## config.mk

```make
export PLATFORM = sky130hd
export DESIGN_NAME = ninjin_ddr_sched
export DESIGN_NICKNAME = d
export VERILOG_FILES = /design/src/rtl/ninjin_ddr_sched.sv
export SDC_FILE = /design/constraint.sdc
export NUM_CORES = 1
export LEC_CHECK = 0
export ABC_AREA = 1
export CORE_MARGIN = 5
export CORE_UTILIZATION = 40
export CTS_BUF_LIST = sky130_fd_sc_hd__clkbuf_8 sky130_fd_sc_hd__clkbuf_16
export CTS_CLUSTER_DIAMETER = 50
export DETAILED_ROUTE_END_ITERATION = 16
export PLACE_DENSITY = 0.66
export REMOVE_ABC_BUFFERS = 1
export SETUP_SLACK_MARGIN = 0.2
export SYNTH_ARGS = -nofsm -noshare
export SYNTH_HDL_FRONTEND = slang
export SYNTH_SLANG_ARGS = --single-unit
```

## constraint.sdc

```tcl
create_clock -name clk -period 2.2 [get_ports clk]
set_input_delay 0.33 -clock clk [delete_from_list [all_inputs] [get_ports clk]]
set_output_delay 0.33 -clock clk [all_outputs]
set_load 0.01 [all_outputs]
```

## src/rtl/ninjin_ddr_sched.sv

```systemverilog
// ninjin_ddr_sched: two-requester DDR scheduler that slices each transfer into bursts for one image master.
// Latency: request accepted -> ddr_req rises 2 edges later; ddr_done -> next ddr_req after one low cycle.
// Backpressure: a busy slot ignores req_valid; only one burst is in flight, so other slots wait in S_IDLE.
module ninjin_ddr_sched #(
   parameter int BURST_LEN = 256,
   parameter int DWIDTH    = 32,
   parameter int MEMSIZE   = 32,
   parameter int CNTW      = 16
) (
   input  logic                   clk,
   input  logic                   rst,
   input  logic [1:0]             req_valid,
   input  logic [1:0]             req_mode,
   input  logic [2*MEMSIZE-1:0]   req_base,
   input  logic [2*CNTW-1:0]      req_nburst,
   output logic [1:0]             req_ack,
   output logic [1:0]             req_done,
   output logic [1:0]             req_busy,
   output logic [1:0]             grant,
   output logic                   ddr_req,
   output logic                   ddr_mode,
   output logic [MEMSIZE-1:0]     ddr_base,
   input  logic                   ddr_done,
   input  logic [3:0]             ddr_err,
   output logic [3:0]             err,
   output logic [1:0]             err_src
);

   // Byte stride between consecutive bursts of one transfer; wraps within the DDR address space.
   localparam logic [MEMSIZE-1:0] C_STRIDE = MEMSIZE'(BURST_LEN * DWIDTH / 8);

   typedef enum logic [1:0] {
      S_IDLE  = 2'd0,
      S_ISSUE = 2'd1,
      S_WAIT  = 2'd2
   } state_t;

   state_t             r_state;
   state_t             w_next;

   // Per-requester slot: direction, current burst address, bursts still to issue.
   logic [1:0]         r_busy;
   logic [1:0]         r_mode;
   logic [MEMSIZE-1:0] r_base [2];
   logic [CNTW-1:0]    r_rem  [2];

   logic [1:0]         r_ack;
   logic [1:0]         r_done;
   logic               r_owner;   // slot owning the current burst
   logic               r_prio;    // slot that wins a tie in S_IDLE
   logic [3:0]         r_err;
   logic [1:0]         r_err_src;

   logic [1:0]         w_cand;
   logic [1:0]         w_accept;
   logic [1:0]         w_grant;
   logic [1:0]         w_end_oh;
   logic               w_pick;
   logic               w_burst_end;
   logic               w_burst_err;

   // A slot is a burst candidate only if it still has bursts left; zero-length slots retire on their own.
   assign w_cand      = {r_busy[1] & (r_rem[1] != '0), r_busy[0] & (r_rem[0] != '0)};
   assign w_accept    = req_valid & ~r_busy;
   assign w_pick      = w_cand[r_prio] ? r_prio : ~r_prio;
   assign w_burst_end = (r_state == S_WAIT) && ddr_done;
   assign w_burst_err = w_burst_end && (ddr_err != 4'd0);
   assign w_end_oh    = w_burst_end ? w_grant : 2'b00;

   // FSM state register.
   always_ff @(posedge clk) begin
      if (rst) begin
         r_state <= S_IDLE;
      end else begin
         r_state <= w_next;
      end
   end

   // FSM next state: one burst per IDLE->ISSUE->WAIT round trip; ddr_done only counts in S_WAIT.
   always_comb begin
      w_next = r_state;
      case (r_state)
         S_IDLE:  if (|w_cand) w_next = S_ISSUE;
         S_ISSUE: w_next = S_WAIT;
         S_WAIT:  if (ddr_done) w_next = S_IDLE;
         default: w_next = S_IDLE;
      endcase
   end

   // FSM outputs: master interface is driven from the owning slot only while a burst is in flight.
   always_comb begin
      ddr_req  = 1'b0;
      ddr_mode = 1'b0;
      ddr_base = '0;
      w_grant  = 2'b00;
      if (r_state != S_IDLE) begin
         ddr_req  = 1'b1;
         ddr_mode = r_mode[r_owner];
         ddr_base = r_base[r_owner];
         w_grant  = r_owner ? 2'b10 : 2'b01;
      end
   end

   // Round-robin at burst granularity: the slot just served drops to lowest priority.
   always_ff @(posedge clk) begin
      if (rst) begin
         r_owner <= 1'b0;
         r_prio  <= 1'b0;
      end else begin
         if (r_state == S_IDLE) begin
            r_owner <= w_pick;
         end
         if (w_burst_end) begin
            r_prio <= ~r_owner;
         end
      end
   end

   // Slot bookkeeping: accept, retire zero-length transfers, and advance/abort on burst completion.
   always_ff @(posedge clk) begin
      if (rst) begin
         r_busy <= 2'b00;
         r_mode <= 2'b00;
         r_ack  <= 2'b00;
         r_done <= 2'b00;
         for (int i = 0; i < 2; i++) begin
            r_base[i] <= '0;
            r_rem[i]  <= '0;
         end
      end else begin
         r_ack  <= 2'b00;
         r_done <= 2'b00;
         for (int i = 0; i < 2; i++) begin
            if (w_accept[i]) begin
               r_busy[i] <= 1'b1;
               r_ack[i]  <= 1'b1;
               r_mode[i] <= req_mode[i];
               r_base[i] <= req_base[i*MEMSIZE +: MEMSIZE];
               r_rem[i]  <= req_nburst[i*CNTW +: CNTW];
            end else if (r_busy[i] && (r_rem[i] == '0)) begin
               r_busy[i] <= 1'b0;
               r_done[i] <= 1'b1;
            end else if (w_end_oh[i]) begin
               if (w_burst_err || (r_rem[i] == CNTW'(1))) begin
                  r_busy[i] <= 1'b0;
                  r_done[i] <= 1'b1;
                  r_rem[i]  <= '0;
               end else begin
                  r_rem[i]  <= r_rem[i] - CNTW'(1);
               end
               if (!w_burst_err) begin
                  r_base[i] <= r_base[i] + C_STRIDE;
               end
            end
         end
      end
   end

   // Sticky error: a new master error wins; otherwise it clears in step with the next accept pulse.
   always_ff @(posedge clk) begin
      if (rst) begin
         r_err     <= 4'd0;
         r_err_src <= 2'b00;
      end else if (w_burst_err) begin
         r_err     <= ddr_err;
         r_err_src <= w_grant;
      end else if (|w_accept) begin
         r_err     <= 4'd0;
         r_err_src <= 2'b00;
      end
   end

   assign req_ack  = r_ack;
   assign req_done = r_done;
   assign req_busy = r_busy;
   assign grant    = w_grant;
   assign err      = r_err;
   assign err_src  = r_err_src;

endmodule

```

## Word level (Yosys, flattened, before mapping)

Memory sizes are Yosys's and may differ from the RTL's. A register that Yosys moved wholly into a read port is not among the register bits.
Cells that the tools add are included.

| cells by class | value |
|---|---|
| divide/modulo/power cells | 0 |
| equal/unequal tests | 6 |
| $lt $le $gt $ge | 2 |
| multiply operators | 0 |
| bitwise logic cells | 16 |
| reductions and logical operators | 25 |
| multiplexer cells | 83 |
| shifts and indexed selects | 0 |
| add/sub/neg operators | 4 |

Operators by type and width:

| cell | number |
|---|---|
| $mux 32 | 5 |
| $mux 16 | 6 |
| $add 32x11->32 const B | 2 |
| $mux 1 | 62 |
| $eq 16x1->1 const B | 2 |
| $logic_not 16->1 | 2 |
| $reduce_bool 16->1 | 2 |
| $sub 16x1->16 const B | 2 |
| $mux 2 | 7 |
| $reduce_bool 3->1 | 4 |
| $or 1x1->1 | 10 |
| $mux 4 | 2 |
| $reduce_or 2->1 | 4 |
| $pmux 2 s3 | 1 |
| $reduce_and 2->1 | 3 |
| $logic_and 1x1->1 | 4 |
| $lt 1x2->1 const B | 2 |
| $ne 2x2->1 const B | 2 |
| $reduce_bool 2->1 | 2 |
| $reduce_bool 4->1 | 1 |
| $and 1x1->1 | 2 |
| $and 2x2->2 | 1 |
| $eq 2x1->1 const B | 1 |
| $eq 2x2->1 const B | 1 |
| other kinds (4) | 6 |

| word-level totals | value |
|---|---|
| memory bits (read-only) | 0 |
| memories kept | 2 |
| bits in latches | 0 |
| bits of input ports | 107 |
| bits in writable memories | 96 |
| flip-flop bits (word level) | 18 |
| output and inout port bits | 48 |

Memory list:

| memory | depth | width | rd ports | clocked after memory_dff | wr ports | line | text |
|---|---|---|---|---|---|---|---|
| r_base | 2 | 32 | 3 | 1 | 2 | 44 | `logic [MEMSIZE-1:0] r_base [2];` |
| r_rem | 2 | 16 | 2 | 0 | 2 | 45 | `logic [CNTW-1:0] r_rem [2];` |

## Longest topological paths before layout

| logic depth | value |
|---|---|
| depth after elaboration | 12 |
| depth in mapped cells | 13 |

## Least setup slack after synthesis

OpenSTA, ideal clock, no wires.

| timing path | value |
|---|---|
| kind | flip-flop to flip-flop |
| from | register r_busy[1] (netlist: req_busy[1]) |
| to | memory r_base[1][10] (enable) |
| buffers on the path | 1 |
| clock period less this slack | 2.248 ns |
| setup time | 0.379 ns |
| path slack | -0.048 ns |
| stages on the path, launching flop included | 8 |
| arrival | 1.869 ns |
| path through | dfxtp_1 -> nor2_1 -> inv_1 -> nand2_1 -> nor3b_2 -> nand2_2 -> clkbuf_2 -> nand2_1 |

RTL lines:

| element | line | text |
|---|---|---|
| start: declaration | 42 | `logic [1:0] r_busy;` |
| start signal: assignment | 122 | `r_busy <= 2'b00;` |
| start signal: indexed assignment | 135 | `r_busy[i] <= 1'b1;` |
| start signal: indexed assignment | 141 | `r_busy[i] <= 1'b0;` |
| end: declaration | 44 |  |

==> metrics.cfg <==
[sta]
period_needed_ns=2.04
finalMaxSlewViolations=0
worstMarginPinSlew_ns=0.409
tns_ns=0
fin_worst_skew_ns=0.00937
rsz0062_at_grt=yes
whs_ns=0.460
post-route-period-util_pct=92.6
fmax_mhz=491
slew_headroom_pct=72.7
hold_violations=0
setup_viol=0

[synth]
ys.flop_type=edfxtp_1
synthArstFlopShare_pct=0
synth_adder_area_share_pct=1.21
synth_mux_area_share_pct=0
synth_top_cell_area_share_pct=39.9
yosys.area.top_type=edfxtp_1
ys_ff_latch=115
synth_seq_area_share_pct=45.2
ys_types=46
avgSynthCellArea_sq_um=7.60
yosys_warnings=0
yosys-top-cells-area=edfxtp_1 40%, nand2_1 15%, inv_1 5.4%
synthXorXnorAreaFrac_pct=4.37
yosys.area_share.simple_pct=30.3
synth_top_family_by_area=simple AND/OR/NAND/NOR gates
synth-compound-area-share_pct=10.6
synth_edf_count=96
synth_area_sq_um=7220
syn_inst=950

[pwr]
ir_drop_mv=0.597
p_leak_nw=4.66
finalPower_mw=7.04
power_density_nw_per_um2=672

[clock_network]
htreeDepth=4
cts_tree=done
worstSkewPairLatency_ns=0.42
cts_sinks=115
cts-root-buf=clkbuf_16
clk_pin_slew_worst_paths_ns=0.06
numCtsBuffers=17
cts_hold_buffers=0
clockBufferDepth=2

[worst_setup_path]
cp-end-kind=flip-flop
crit_arrival_ns=2.21
max_stage_delay_ns=0.42
crit_chain=inv_2 -> ha_4 -> nand2_4 -> nor2_4 -> nand3_4 -> nand3_4 -> nand2_2 -> nor2_4 -> nand2_4 -> clkbuf_16 -> nand2_2 -> nand2_1
crit_buf_inv=2
cp.depth=12
cp_max_fo=8
slowest_stage=edfxtp_1
cp-start-kind=flip-flop
cp.required_ns=2.38
cp_top_family=simple AND/OR/NAND/NOR gates
crit_type=reg2reg
r2r_cells=12

[grt]
gr-total-overflow=0
antenna_found_initial=2
grt_max_degree=30
grt_pass1_wl_um=31900
grt_pass1_vias=6556
grt_usage_pct=19.5

[detailed_routing]
viasPerCell=4.91
dr.pass1.iters=5
drcViolationCount=0
postRouteAntennaNets=0
drt_wl_total_um=21000
vias=6979
wl_per_cell_um=14.7
drt_iter0_markers=369

[cells_and_area]
n_fill_cell=1609
syn2layout_area_growth_pct=45.2
final_common_cell=nand2_1
antenna_cells=0
final_cell_mix=266 x nand2_1, 118 x clkdlybuf4s50_1, 102 x inv_1
final_area_sq_um=10500
seq_area_sq_um=3270
final_nets=1293
multiInputGateArea_sq_um=3620
drive_gt1_share_pct=18.0

[floorplanning]
top_level_ports=155
die_x_um=144
core-area_sq_um=17800
start_util_pct=40.5
die_h_um=144
die-area_sq_um=20800
fp-row-count=49

[hold_path]
worst_hold_path_type=reg2reg
whs_path_depth=2

[place]
place_congestion=0.859
hpwl_um=15200
portBuffers=154
placed_area_sq_um=9450

[run]
maxCapViolCount=0

[outcome]
status=finished, final reports clean

## cell families (layout without fill, tap and decap cells)
family,after synthesis,count (layout)
AND/OR/NAND/NOR,506,506
AO/OA/AOI/OAI,144,144
buffers and inverters,142,384
flip-flops,115,115
XOR/XNOR,36,36
adder cells (fa/ha/maj),7,7
## worst register-to-register path, delay by kind of cell (launching register included)
kind | cells | cell delay (ns)
simple gates | 9 | 0.90
flops | 1 | 0.42
buf+inv | 2 | 0.32
fa+ha+maj | 1 | 0.15
## cell type report
type | instances | share of cell area [%]
Multi-Input combinational cell | 693 | 34.6
Sequential cell | 115 | 31.2
Timing Repair Buffer | 240 | 22.2
Clock buffer | 21 | 4.80
Inverter | 111 | 4.02
Tap cell | 229 | 2.73
Clock inverter | 11 | 0.442
Timing Repair inverter | 1 | 0.0716
## flip-flops by register name, summed over array words and instances, names as in the netlist, named ones only
register / flops
err: 4
r_state: 2
req_done: 2
r_owner: 1
req_ack: 2
r_prio: 1
req_busy: 2
r_base: 64
r_mode: 2
r_rem: 32
err_src: 2
## report_power, final
part	internal (mW)	switching, mW
logic	0.792	0.905
clock network	1.59	0.934
registers	2.63	0.190
total	5.01	2.03
## synth_stat cells (all sizes together), types with 3 or more instances
library cell  instances
nand2               301
nor2                113
inv                 109
edfxtp               96
o21ai                72
a21oi                59
nand3                48
xor2                 23
dfxtp                19
nor3                 18
clkbuf               16
buf                  15
nand4                15
xnor2                13
ha                    7
or2                   4
a22o                  3
a31oi                 3
## layer usage
| layer | vias up | wire, um | global-route usage, % |
|---|---|---|---|
| met5 | - | 14 | 0 |
| met4 | 4 | 377 | 6.48 |
| met3 | 27 | 1690 | 5.32 |
| met2 | 207 | 10000 | 32.1 |
| met1 | 3179 | 8840 | 25.0 |
| li1 | 3562 | - | - |
## per-stage QoR
stage	setup slack, ns	instances	utilization [%]
final	0.163	1421	58.7
after global placement	-0.135	1363	53.0
after CTS	0.167	1405	56.5
after detailed placement	-0.154	1363	53.0
after floorplan	-0.146	919	-
after global routing	0.0887	1421	58.7
## timing repair
| item | 4_1_cts | 5_1_grt |
|---|---|---|
| setup endpoints to repair | 71 | 125 |
| pin swaps | 2 | 32 |
| gates cloned | 1 | 1 |
| gates resized for setup | 61 | 96 |
| setup buffers | 9 | 15 |
## worst paths after layout
check,startpoint,endpoint,slack (ns)
worst max register to register,r_rem[0][0],r_rem[1][4],0.16
worst min register to register,err_src[0],err_src[0],0.46
worst min-delay path,err_src[0],err_src[0],0.46
worst max-delay path,r_rem[0][0],r_rem[1][4],0.16
Note: power is estimated with default switching activity, not from simulation.
==> patch 1, RTL diff (same settings) <==
The parameter `CNTW` goes from 16 to 15.
--- a/src/rtl/ninjin_ddr_sched.sv
+++ b/src/rtl/ninjin_ddr_sched.sv
@@ -5,7 +5,7 @@
    parameter int BURST_LEN = 256,
    parameter int DWIDTH    = 32,
    parameter int MEMSIZE   = 32,
-   parameter int CNTW      = 16
+   parameter int CNTW      = 15
 ) (
    input  logic                   clk,
    input  logic                   rst,
Ports: changed (resized req_nburst); port bits go from 155 to 153. The function was not compared with the original's and may differ.
==> patch 1 against the original RTL <==
- core utilization up 1.1 points
- synthesized cell count down 0.74%
- area after synthesis down 0.26%
- final area up 1.9%
- wire length up 7.9%
- sequential cell count down 2
- via count up 2.4%
- global-route usage up 1.3 points
- worst setup slack worse by 0.017 ns
- power up 7.8%
- clock skew up 0.0012 ns
- critical endpoint is now r_rem[1][11]$_DFFE_PP_
- largest power group is now the clock network
==> patch 1: results (changes against the original RTL) <==
[critical_path]
max_stage_delay_ns = 0.45  ; +0.03 ns
crit_fanout = 6  ; -2
critPathLaunch = r_rem[0][9]$_SDFFCE_PP0P_
crit_end = r_rem[1][11]$_DFFE_PP_
r2r_cells = 11  ; -1
cp.arrival_ns = 2.24  ; +0.03 ns
r2r_slack_ns = 0.15  ; -0.02 ns

[power_and_ir_drop]
p_leak_nw = 4.74  ; +1.7%
pwr-share-seq_pct = 36.6  ; -3.4 points
p_sw_mw = 2.24  ; +10%
power_density_nw_per_um2 = 711  ; +5.8%
pg_clk_mw = 2.97  ; +17%
peakVddDrop_mv = 0.598  ; +0.25%

[hold_path]
hold_start = err[3]$_SDFFE_PP0P_

[placement]
place_ws_ns = -0.0984  ; +0.0558 ns
placed_cell_area_um2 = 9460  ; +0.11%
gp_congestion = 0.917  ; +6.7%
dp_hpwl_um = 16000  ; +5.0%
portBuffers = 152  ; -1.3%

[yosys]
synth-compound-area-share_pct = 10.1  ; -0.56 points
synthTopCellsByArea = edfxtp_1, nand2_1, inv_1, dfxtp_1, nor2_1
synthXorXnorAreaFrac_pct = 4.74  ; +0.38 points
synthAdderAreaFrac_pct = 1.22  ; +0.0032 points
postSynthCellCount = 943  ; -0.74%
synth_edf_count = 94  ; -2.1%
netlist-cell-type-count = 42  ; -8.7%
synth_common_cells = nand2_1, inv_1, nor2_1, edfxtp_1, o21ai_0
synth_top_area_share_pct = 39.2  ; -0.73 points
yosysSeqAreaShare_pct = 44.5  ; -0.72 points

[routing]
wl_met1_um = 9240  ; +4.5%
met2_length_um = 11500  ; +15%
wl_met3_um = 1590  ; -5.6%
drt-total-wl_um = 22600  ; +7.9%
via_per_inst = 5.03  ; +2.5%
first_iter_violations = 445  ; +21%
wire_per_inst_um = 15.9  ; +8.0%
top_layer = met4

[timing]
layout_setup_ws_ns = 0.145  ; -0.0175 ns
worst_pin_slew_ns = 0.408  ; -0.000689 ns
finClkSkew_ns = 0.0106  ; +0.00122 ns

[cells_and_area]
nets = 1290  ; -0.23%
largest-register = r_base
drive_gt1_share_pct = 21.2  ; +3.2 points

[global_route]
antenna_found_initial = 0  ; -2
grt_pass1_wl_um = 33900  ; +6.3%
grt_pass1_vias = 6934  ; +5.8%
grt_usage_pct = 20.8  ; +1.3 points

[cts]
clk_latency_ns = 0.43
clockBufferDepth = 2  ; unchanged
clockRootBuffer = clkbuf_16
cts_made_buffers = 17  ; unchanged

[outcome]
status = complete, no violations

## patch 1: changes by cell type after synthesis, moves of 4 or more
| cell | unedited run | this run |
|---|---|---|
| nor2_2 | 7 | 3 |
| nand2_1 | 294 | 281 |
| nand3_1 | 44 | 48 |
| xnor2_1 | 13 | 9 |
| xor2_1 | 23 | 30 |
| inv_1 | 103 | 112 |
## patch 1: critical path, delay by kind of cell (launching register included)
kind / cells / cell delay (ns)
buffers and inverters: 1 / 0.16
DFF: 1 / 0.45
and+or+nand+nor: 10 / 1.18
## patch 1: final cells by class
cell class,instances,area [um2]
Inverter,117,442
Clock buffer,18,439
Multi-Input combinational cell,687,3750
Sequential cell,113,3210
Fill cell,1555,7160
Tap cell,229,287
Timing Repair Buffer,241,2350
Timing Repair inverter,1,7.51
Clock inverter,14,188
## patch 1: metal layers
layer / vias up / track usage (%)
met1: 3358 / 25.7
met2: 218 / 36.4
met5: - / 0
met3: 24 / 5.59
met4: 0 / 4.91
li1: 3549 / -
## patch 1: how the worst min path moves through the flow
stage / endpoint / slack, ns / depth (start not counted)
6_report: err[3]$_SDFFE_PP0P_ / 0.46 / 2
5_1_grt: err[2]$_SDFFE_PP0P_ / 0.48 / 2
4_1_cts: err[2]$_SDFFE_PP0P_ / 0.46 / 2
3_5_place_dp: err[3]$_SDFFE_PP0P_ / 0.46 / 2
3_3_place_gp: err[2]$_SDFFE_PP0P_ / 0.45 / 2
2_1_floorplan: err[0]$_SDFFE_PP0P_ / 0.40 / 1
## patch 1: repair_timing
action,in CTS,in global routing
gates cloned,3,1
endpoints found under the setup margin,89,105
pin swaps,5,30
setup buffers,12,23
gates resized for setup,88,119
hold buffers,0,0
==> patch 2, RTL diff (same flow settings) <==
Without the edit above. Reset style: asynchronous (`rst`), changed in 4 clocked blocks.
--- a/src/rtl/ninjin_ddr_sched.sv
+++ b/src/rtl/ninjin_ddr_sched.sv
@@ -68,7 +68,7 @@
    assign w_end_oh    = w_burst_end ? w_grant : 2'b00;
 
    // FSM state register.
-   always_ff @(posedge clk) begin
+   always_ff @(posedge clk or posedge rst) begin
       if (rst) begin
          r_state <= S_IDLE;
       end else begin
@@ -102,7 +102,7 @@
    end
 
    // Round-robin at burst granularity: the slot just served drops to lowest priority.
-   always_ff @(posedge clk) begin
+   always_ff @(posedge clk or posedge rst) begin
       if (rst) begin
          r_owner <= 1'b0;
          r_prio  <= 1'b0;
@@ -117,7 +117,7 @@
    end
 
    // Slot bookkeeping: accept, retire zero-length transfers, and advance/abort on burst completion.
-   always_ff @(posedge clk) begin
+   always_ff @(posedge clk or posedge rst) begin
       if (rst) begin
          r_busy <= 2'b00;
          r_mode <= 2'b00;
@@ -157,7 +157,7 @@
    end
 
    // Sticky error: a new master error wins; otherwise it clears in step with the next accept pulse.
-   always_ff @(posedge clk) begin
+   always_ff @(posedge clk or posedge rst) begin
       if (rst) begin
          r_err     <= 4'd0;
          r_err_src <= 2'b00;
Behaviour: differs if rst is asserted again (counterexample within 4 cycles, from zero or initial values and one cycle with rst high); with rst held inactive, the same outputs for 4 cycles.
==> patch 2 against the original RTL <==
- final cell count increased by 7.8%
- area after synthesis up 4.3%
- final area shrank 2.1%
- critical path depth down 6
- synthesized cell count grew 16%
- sequential cell count fell by 1
- core utilization fell by 3.7 points
- worst setup slack worse by 0.00099 ns
- non-clock buffer count is 45 lower
- wire length rose by 13%
- maximum frequency hardly changed
- critical endpoint is now ddr_base[16]
Power is not compared: it rests on default switching activity, and its combinational part moved more than twofold at a synthesized area within 25%.
==> patch 2: results (changes against the original RTL) <==
[yosys]
synthFlopType = dfrtp_1
synthXorXnorAreaFrac_pct = 1.98  ; -2.4 points
yosysWarnings = 0  ; unchanged
netlist-cell-type-count = 40  ; -13%
yosysSeqAreaShare_pct = 37.9  ; -7.3 points
synth_common_cells = nand2_1, dfrtp_1, nor2_1, inv_1, nand3_1
postSynthCellCount = 1104  ; +16%
synth.area.mux_share_pct = 0.133  ; +0.13 points
synthAdderAreaFrac_pct = 1.33  ; +0.12 points
async_reset_ff_share_pct = 100  ; +100 points
synth-compound-area-share_pct = 11.6  ; +0.98 points

[hold_path]
hp-class = in2async

[cts]
ctsResizeCount = 159  ; +160%
cts_htree_levels = 4  ; unchanged
clockRootBuffer = clkbuf_16
cts_setup_buffers = 10  ; +1

[routing]
drt-total-wl_um = 23700  ; +13%
first_iter_violations = 475  ; +29%
wire_per_inst_um = 15.5  ; +5.0%
via_per_inst = 4.98  ; +1.4%

[cells_and_area]
area_growth_syn_to_layout_pct = 36.4
nets = 1400  ; +8.3%
nFillCells = 1842  ; +14%
largest-register = r_base
drive_gt1_share_pct = 15.0  ; -3.0 points

[timing]
finClkSkew_ns = 0.00496  ; -0.00441 ns
timing.hold.ws_ns = 0.289  ; -0.171 ns
worst_pin_slew_ns = 0.482  ; +0.0734 ns

[placement]
place_ws_ns = 0.0417  ; +0.196 ns
gp_congestion = 0.942  ; +9.6%
dp_cells = 1483  ; +8.8%
placed_cell_area_um2 = 9410  ; -0.40%

[outcome]
status = complete, no violations

[critical_path]
r2r_cells = 8  ; -4
r2r-start = r_state[0]$_DFFE_PP0P_
critical-path-top-delay-family = buffers and inverters
r2r-end = r_base[18]$_DFFE_PP0P_
crit_fanout = 12  ; +4
cp.arrival_ns = 1.71  ; -0.50 ns
critPathSlowestCell = dfrtp_1
r2r_slack_ns = 0.39  ; +0.23 ns

[global_route]
grt_pass1_wl_um = 38100  ; +20%
grt_max_degree = 40  ; +33%
grt_usage_pct = 22.1  ; +2.6 points
antenna_found_initial = 1  ; -1
grt_pass1_vias = 7350  ; +12%

patch 2: worst max path at each step:
stage	start	endpoint	slack (ns)	cells after the start
after global placement	r_state[1]$_DFFE_PP0P_	ddr_base[12]	0.05	6
after detailed placement	r_state[1]$_DFFE_PP0P_	ddr_base[12]	0.04	6
final	r_state[0]$_DFFE_PP0P_	ddr_base[16]	0.16	6
after floorplan	rst	err[0]$_DFFE_PP0P_	-1.15	1
after CTS	r_state[0]$_DFFE_PP0P_	ddr_base[12]	0.06	7
after global routing	r_state[0]$_DFFE_PP0P_	ddr_base[2]	0.11	6
patch 2: cell type report:
cell class	count	share of cell area [%]
clock inverter	15	1.56
sequential	114	27.8
tap	234	2.85
clock buffer	17	4.14
timing repair buffer	195	18.2
multi-input combinational	845	41.2
inverter	112	4.19
patch 2: layer usage:
metal	vias to the layer above	wire [um]	track usage, %
met4	2	484	6.99
met2	196	10900	34.8
li1	3900	-	-
met5	-	13	0
met1	3496	11000	29.8
met3	39	1330	5.86
